===== src/rtl/traffic_light_monitor.sv =====
// ============================================================================
// Module      : traffic_light_monitor
// Description : Passive observer of a 3-group traffic-light controller. It
//               decodes the nine lamps into a phase, measures dwell time and
//               flags illegal patterns, illegal transitions and short phases.
//               Optional feature macro: MON_STATS_EN (adds ped_cnt output).
// Revision    : 1.0 - initial release
// ============================================================================
`default_nettype none

module traffic_light_monitor #(
    parameter int CNT_W   = 8,
    parameter int GRN_MIN = 10,
    parameter int YEL_MIN = 3
) (
    input  logic             clk,
    input  logic             rst,
    input  logic             R1G,
    input  logic             R1Y,
    input  logic             R1R,
    input  logic             R2G,
    input  logic             R2Y,
    input  logic             R2R,
    input  logic             FG,
    input  logic             FY,
    input  logic             FR,
    input  logic             clr_err,
    output logic [2:0]       phase,
    output logic [CNT_W-1:0] dwell,
    output logic             phase_chg,
    output logic             err_pattern,
    output logic             err_seq,
    output logic             err_timing,
    output logic             err_any
`ifdef MON_STATS_EN
   ,output logic [7:0]       ped_cnt
`endif
);

    typedef enum logic [2:0] {
        PH_UNK = 3'd0,
        PH_R1G = 3'd1,
        PH_R1Y = 3'd2,
        PH_R2G = 3'd3,
        PH_R2Y = 3'd4,
        PH_FG  = 3'd5,
        PH_FY  = 3'd6,
        PH_ILL = 3'd7
    } phase_t;

    localparam logic [CNT_W-1:0] c_grn_min = CNT_W'(GRN_MIN);
    localparam logic [CNT_W-1:0] c_yel_min = CNT_W'(YEL_MIN);

    phase_t           r_phase;
    logic [CNT_W-1:0] r_dwell;
    logic             r_phase_chg;
    logic             r_dwell_ok;
    logic             r_err_pattern;
    logic             r_err_seq;
    logic             r_err_timing;

    phase_t           w_dec;
    logic [8:0]       w_lamps;
    logic             w_change;
    logic             w_old_valid;
    logic             w_new_valid;
    logic             w_sat;
    logic             w_legal;
    logic             w_is_green;
    logic             w_is_yellow;
    logic             w_set_pat;
    logic             w_set_seq;
    logic             w_set_tim;
    logic [CNT_W-1:0] w_dwell_d;
    logic             w_dwell_ok_d;

    assign w_lamps = {R1G, R1Y, R1R, R2G, R2Y, R2R, FG, FY, FR};

    always_comb begin
        w_dec        = PH_ILL;
        w_legal      = 1'b0;
        w_is_green   = 1'b0;
        w_is_yellow  = 1'b0;

        case (w_lamps)
            9'b100_001_001: w_dec = PH_R1G;
            9'b010_001_001: w_dec = PH_R1Y;
            9'b001_100_001: w_dec = PH_R2G;
            9'b001_010_001: w_dec = PH_R2Y;
            9'b001_001_100: w_dec = PH_FG;
            9'b001_001_010: w_dec = PH_FY;
            default:        w_dec = PH_ILL;
        endcase

        case (r_phase)
            PH_R1G: begin w_legal = (w_dec == PH_R1Y); w_is_green  = 1'b1; end
            PH_R1Y: begin w_legal = (w_dec == PH_R2G); w_is_yellow = 1'b1; end
            PH_R2G: begin w_legal = (w_dec == PH_R2Y); w_is_green  = 1'b1; end
            PH_R2Y: begin w_legal = (w_dec == PH_R1G) || (w_dec == PH_FG); w_is_yellow = 1'b1; end
            PH_FG:  begin w_legal = (w_dec == PH_FY);  w_is_green  = 1'b1; end
            PH_FY:  begin w_legal = (w_dec == PH_R1G); w_is_yellow = 1'b1; end
            default: w_legal = 1'b0;
        endcase

        w_change    = (w_dec != r_phase);
        w_old_valid = (r_phase != PH_UNK) && (r_phase != PH_ILL);
        w_new_valid = (w_dec != PH_ILL);
        w_sat       = &r_dwell;

        w_set_pat = w_change && (w_dec == PH_ILL);
        w_set_seq = w_change && w_old_valid && w_new_valid && !w_legal;
        // A saturated count is always long enough, whatever CNT_W is.
        w_set_tim = w_change && w_old_valid && r_dwell_ok && !w_sat &&
                    ((w_is_green  && (r_dwell < c_grn_min)) ||
                     (w_is_yellow && (r_dwell < c_yel_min)));

        if (w_change) begin
            w_dwell_d    = CNT_W'(1);
            w_dwell_ok_d = w_old_valid && w_new_valid;
        end else begin
            w_dwell_d    = w_sat ? r_dwell : r_dwell + CNT_W'(1);
            w_dwell_ok_d = r_dwell_ok;
        end
    end

    always_ff @(posedge clk or posedge rst) begin
        if (rst) begin
            r_phase       <= PH_UNK;
            r_dwell       <= '0;
            r_phase_chg   <= 1'b0;
            r_dwell_ok    <= 1'b0;
            r_err_pattern <= 1'b0;
            r_err_seq     <= 1'b0;
            r_err_timing  <= 1'b0;
        end else begin
            r_phase       <= w_dec;
            r_dwell       <= w_dwell_d;
            r_phase_chg   <= w_change;
            r_dwell_ok    <= w_dwell_ok_d;
            // A fresh error outranks a simultaneous clear.
            r_err_pattern <= (r_err_pattern & ~clr_err) | w_set_pat;
            r_err_seq     <= (r_err_seq     & ~clr_err) | w_set_seq;
            r_err_timing  <= (r_err_timing  & ~clr_err) | w_set_tim;
        end
    end

`ifdef MON_STATS_EN
    logic [7:0] r_ped_cnt;
    logic       w_ped_inc;

    assign w_ped_inc = w_change && (w_dec == PH_FG);

    always_ff @(posedge clk or posedge rst) begin
        if (rst) begin
            r_ped_cnt <= 8'd0;
        end else if (w_ped_inc) begin
            if (r_ped_cnt != 8'hFF) begin
                r_ped_cnt <= r_ped_cnt + 8'd1;
            end
        end else if (clr_err) begin
            r_ped_cnt <= 8'd0;
        end
    end

    assign ped_cnt = r_ped_cnt;
`endif

    assign phase       = r_phase;
    assign dwell       = r_dwell;
    assign phase_chg   = r_phase_chg;
    assign err_pattern = r_err_pattern;
    assign err_seq     = r_err_seq;
    assign err_timing  = r_err_timing;
    assign err_any     = r_err_pattern | r_err_seq | r_err_timing;

endmodule

`default_nettype wire


===== config.mk =====
export PLATFORM = sky130hd
export DESIGN_NAME = traffic_light_monitor
export DESIGN_NICKNAME = d
export VERILOG_FILES = /design/src/rtl/traffic_light_monitor.sv
export SDC_FILE = /design/constraint.sdc
export NUM_CORES = 1
export LEC_CHECK = 0
export BUFFER_PORTS_ARGS = -buffer_cell sky130_fd_sc_hd__buf_2
export CORE_ASPECT_RATIO = 1.75
export CORE_MARGIN = 4
export CORE_UTILIZATION = 40
export DETAILED_ROUTE_END_ITERATION = 8
export PLACE_DENSITY = 0.75
export SLEW_MARGIN = 5
export SYNTH_ARGS = -nofsm -noshare
export SYNTH_HDL_FRONTEND = slang
export SYNTH_SLANG_ARGS = --single-unit

===== constraint.sdc =====
create_clock -name clk -period 2.04 [get_ports clk]
set_input_delay 0.102 -clock clk [delete_from_list [all_inputs] [get_ports clk]]
set_output_delay 0.102 -clock clk [all_outputs]
set_load 0.01 [all_outputs]

==> metrics.md <==
| Metric | Value |
|---|---|
| Outcome | `completed` |
| Vias in the first global route | `1112` |
| Num ports | `28` |
| Share of cells above drive strength 1 | `0.376` |
| Post-Syn Instances | `120` |
| Placed Cells | `191` |
| Mapped cell area | `0.00113 mm²` |
| Clk slew on worst S/H paths | `60 ps` |
| Distinct cells, synth | `52` |
| Pleak | `0.725 nW` |
| Crit-path max cell delay | `560 ps` |
| First-pass GRT wire length | `4840 µm` |
| CP max-delay cell | `or4b_4` |
| Clock Sinks | `16` |
| Fin crit period | `1890 ps` |
| GRT Total Usage | `0.171` |
| Clock Tree Buf Depth | `2` |
| Slew Viols, Final | `0` |
| # fillers | `256` |
| Die Height | `78.2 µm` |
| DRT Wirelength | `2810 µm` |
| Number of I/O port buffers | `27` |
| Nets | `185` |
| CTS buffer count | `3` |
| Asr flop ratio synth | `1.00` |
| HPWL Detailed | `2270 µm` |
| Worst endpoint required time | `2170 ps` |
| Pwr dens | `710 mW/mm²` |
| Cell Chain, Critical Path | `buf_2 > or4b_4 > or3_4 > nand3_1 > a21boi_0 > o22ai_2 > mux2_1` |
| Number of flops mapped to enable cells by yosys | `0` |
| Most frequent cells in the layout | `buf_2 (27), buf_4 (23), dfrtp_1 (16), nor2_1 (14)` |
| ANT nets after route | `0` |
| Storage cell area | `400 µm²` |
| RSZ-0062 raised after global routing | `no` |
| Syn_area_per_cell | `9.39 µm²` |
| CTS tree | `done` |
| Initial antenna violation count | `0` |
| Max transition margin | `0.603` |
| Net Count, Synth | `133` |
| Register bit count reported by yosys | `16` |
| Startpoint Class | `input pin` |
| Gr ovfl total | `0` |
| N_diodes | `0` |
| # setup viols final | `0` |
| Crit-path max FO | `4` |
| DIE WIDTH | `48.1 µm` |
| DR vias | `1147` |
| Crit path capture type | `flop` |
| Synth-to-layout area growth | `33.4%` |
| Placer congestion estimate | `0.852` |
| Synthesis Warnings | `0` |
| Final Core Density | `0.559` |
| CP Data Arrival Time | `2020 ps` |
| Site Rows | `25` |
| Finished Layout Cells | `197` |
| Final Hold Vio Count | `0` |
| Part of the cycle the worst path needs | `0.927` |
| DRC Markers | `0` |
| Largest net degree at the start of global routing | `17` |
| TritonRoute pass-1 iters | `4` |
| Main synth FF type | `dfrtp_1` |
| Initial Utilization | `0.419` |
| CTS root buf | `clkbuf_8` |
| Crit path kind | `in -> reg` |
| Routed WL per cell | `14.2 µm` |
| Iteration-0 DRC Markers | `32` |
| Sequential fraction of the synthesis area | `0.355` |
| Clock Latency Late Sink | `250 ps` |
| DIE AREA | `0.00377 mm²` |
| H-tree Lvls | `1` |
| Max-Cap Viols | `0` |
| Area occupied by multi-input gates | `688 µm²` |
| Setup Skew | `1.71 ps` |
| HP Class | `in -> reg` |
| Tightest Pin Transition | `595 ps` |
| Peak VDD IR | `242 µV` |
| Fmax | `0.529 GHz` |
| Commonest non-fill, non-tap cell in the layout | `buf_2` |
| Core area | `0.00269 mm²` |
| Vias/cell | `5.82` |
-- metal layers --
metal / up-vias / track usage / part of all wire
met5: - / 0 / 0
met4: 0 / 0.0485 / 0.016
met3: 9 / 0.0206 / 0.054
met2: 33 / 0.325 / 0.58
met1: 547 / 0.176 / 0.35
li1: 558 / - / -
-- registers in the layout (all words and copies together) (netlist names) --
register     cells
dwell            8
phase            3
err_pattern      1
phase_chg        1
r_dwell_ok       1
err_timing       1
err_seq          1
-- power by group --
group | switching [mW] | internal (mW)
registers | 0.0990 | 0.385
logic | 0.190 | 0.167
clock network | 0.0968 | 0.131
total | 0.386 | 0.682
-- logic make-up after synthesis --
logic type / after synthesis / synth area share
simple gates: 61 / 0.341
compound gates: 26 / 0.203
flops: 16 / 0.355
buf+inv: 10 / 0.0400
xor+xnor: 4 / 0.0311
mux: 2 / 0.0189
fa+ha+maj: 1 / 0.0111
-- synthesized netlist by cell type (2+ instances only) --
cell type | instances | area (µm²)
xnor2_1 | 3 | 26.3
nand2_1 | 7 | 26.3
nand3_1 | 7 | 35.0
nor2_1 | 14 | 52.6
nor3_1 | 3 | 15.0
o21ai_0 | 5 | 25.0
and4b_1 | 2 | 20.0
dfrtp_1 | 16 | 400
and3_1 | 4 | 25.0
a21o_1 | 2 | 15.0
nor4bb_1 | 2 | 20.0
nor4b_1 | 2 | 17.5
inv_1 | 5 | 18.8
a211oi_1 | 2 | 15.0
a211oi_2 | 3 | 37.5
nand4bb_1 | 3 | 33.8
nor3b_1 | 2 | 15.0
clkbuf_1 | 3 | 11.3
a21oi_1 | 2 | 10.0
-- through the flow --
| stage | TNS, ps | cell area, µm² | power [mW] | setup WS, ps | hold slack (ps) |
|---|---|---|---|---|---|
| after floorplan | 0 | 1130 | 0.683 | 75.6 | 15.7 |
| after global placement | -405 | 1430 | 0.829 | -76.3 | 186 |
| after detailed placement | -867 | 1430 | 0.844 | -126 | 197 |
| after CTS | 0 | 1480 | 1.08 | 132 | 181 |
| after global routing | 0 | 1500 | 1.15 | 22.2 | 193 |
| final | 0 | 1500 | 1.07 | 150 | 181 |
-- worst paths after layout --
path | startpoint | to | slack [ps] | depth (start not counted)
max reg2reg | dwell[0] | dwell[5] | 190 | 7
min in group asynchronous | rst | dwell[2] | 460 | 3
max | FG | r_dwell_ok | 150 | 7
max in group asynchronous | rst | dwell[5] | 1190 | 3
min reg2reg | r_dwell_ok | r_dwell_ok | 500 | 1
min | clr_err | err_timing | 180 | 3
-- cell type report --
cell class                 instances  share of cell area
sequential                        16               0.266
tap                               27              0.0225
clock buffer                       3              0.0275
inverter                           6              0.0150
timing repair buffer              51               0.211
multi-input combinational         94               0.458
-- worst max-delay path: cells and delay by family --
| family | cells | cell delay, ps |
|---|---|---|
| compound gates | 2 | 370 |
| mux | 1 | 340 |
| buf+inv | 1 | 100 |
| simple gates | 3 | 1100 |
-- repair_timing --
action / CTS / global route
endpoints found under the hold margin: 16 / 0
setup endpoints to repair: 0 / 11
buffers inserted: 0 / 2
hold buffers: 1 / 0
resized for setup: 0 / 1
Note: power is estimated with default switching activity, not from simulation.
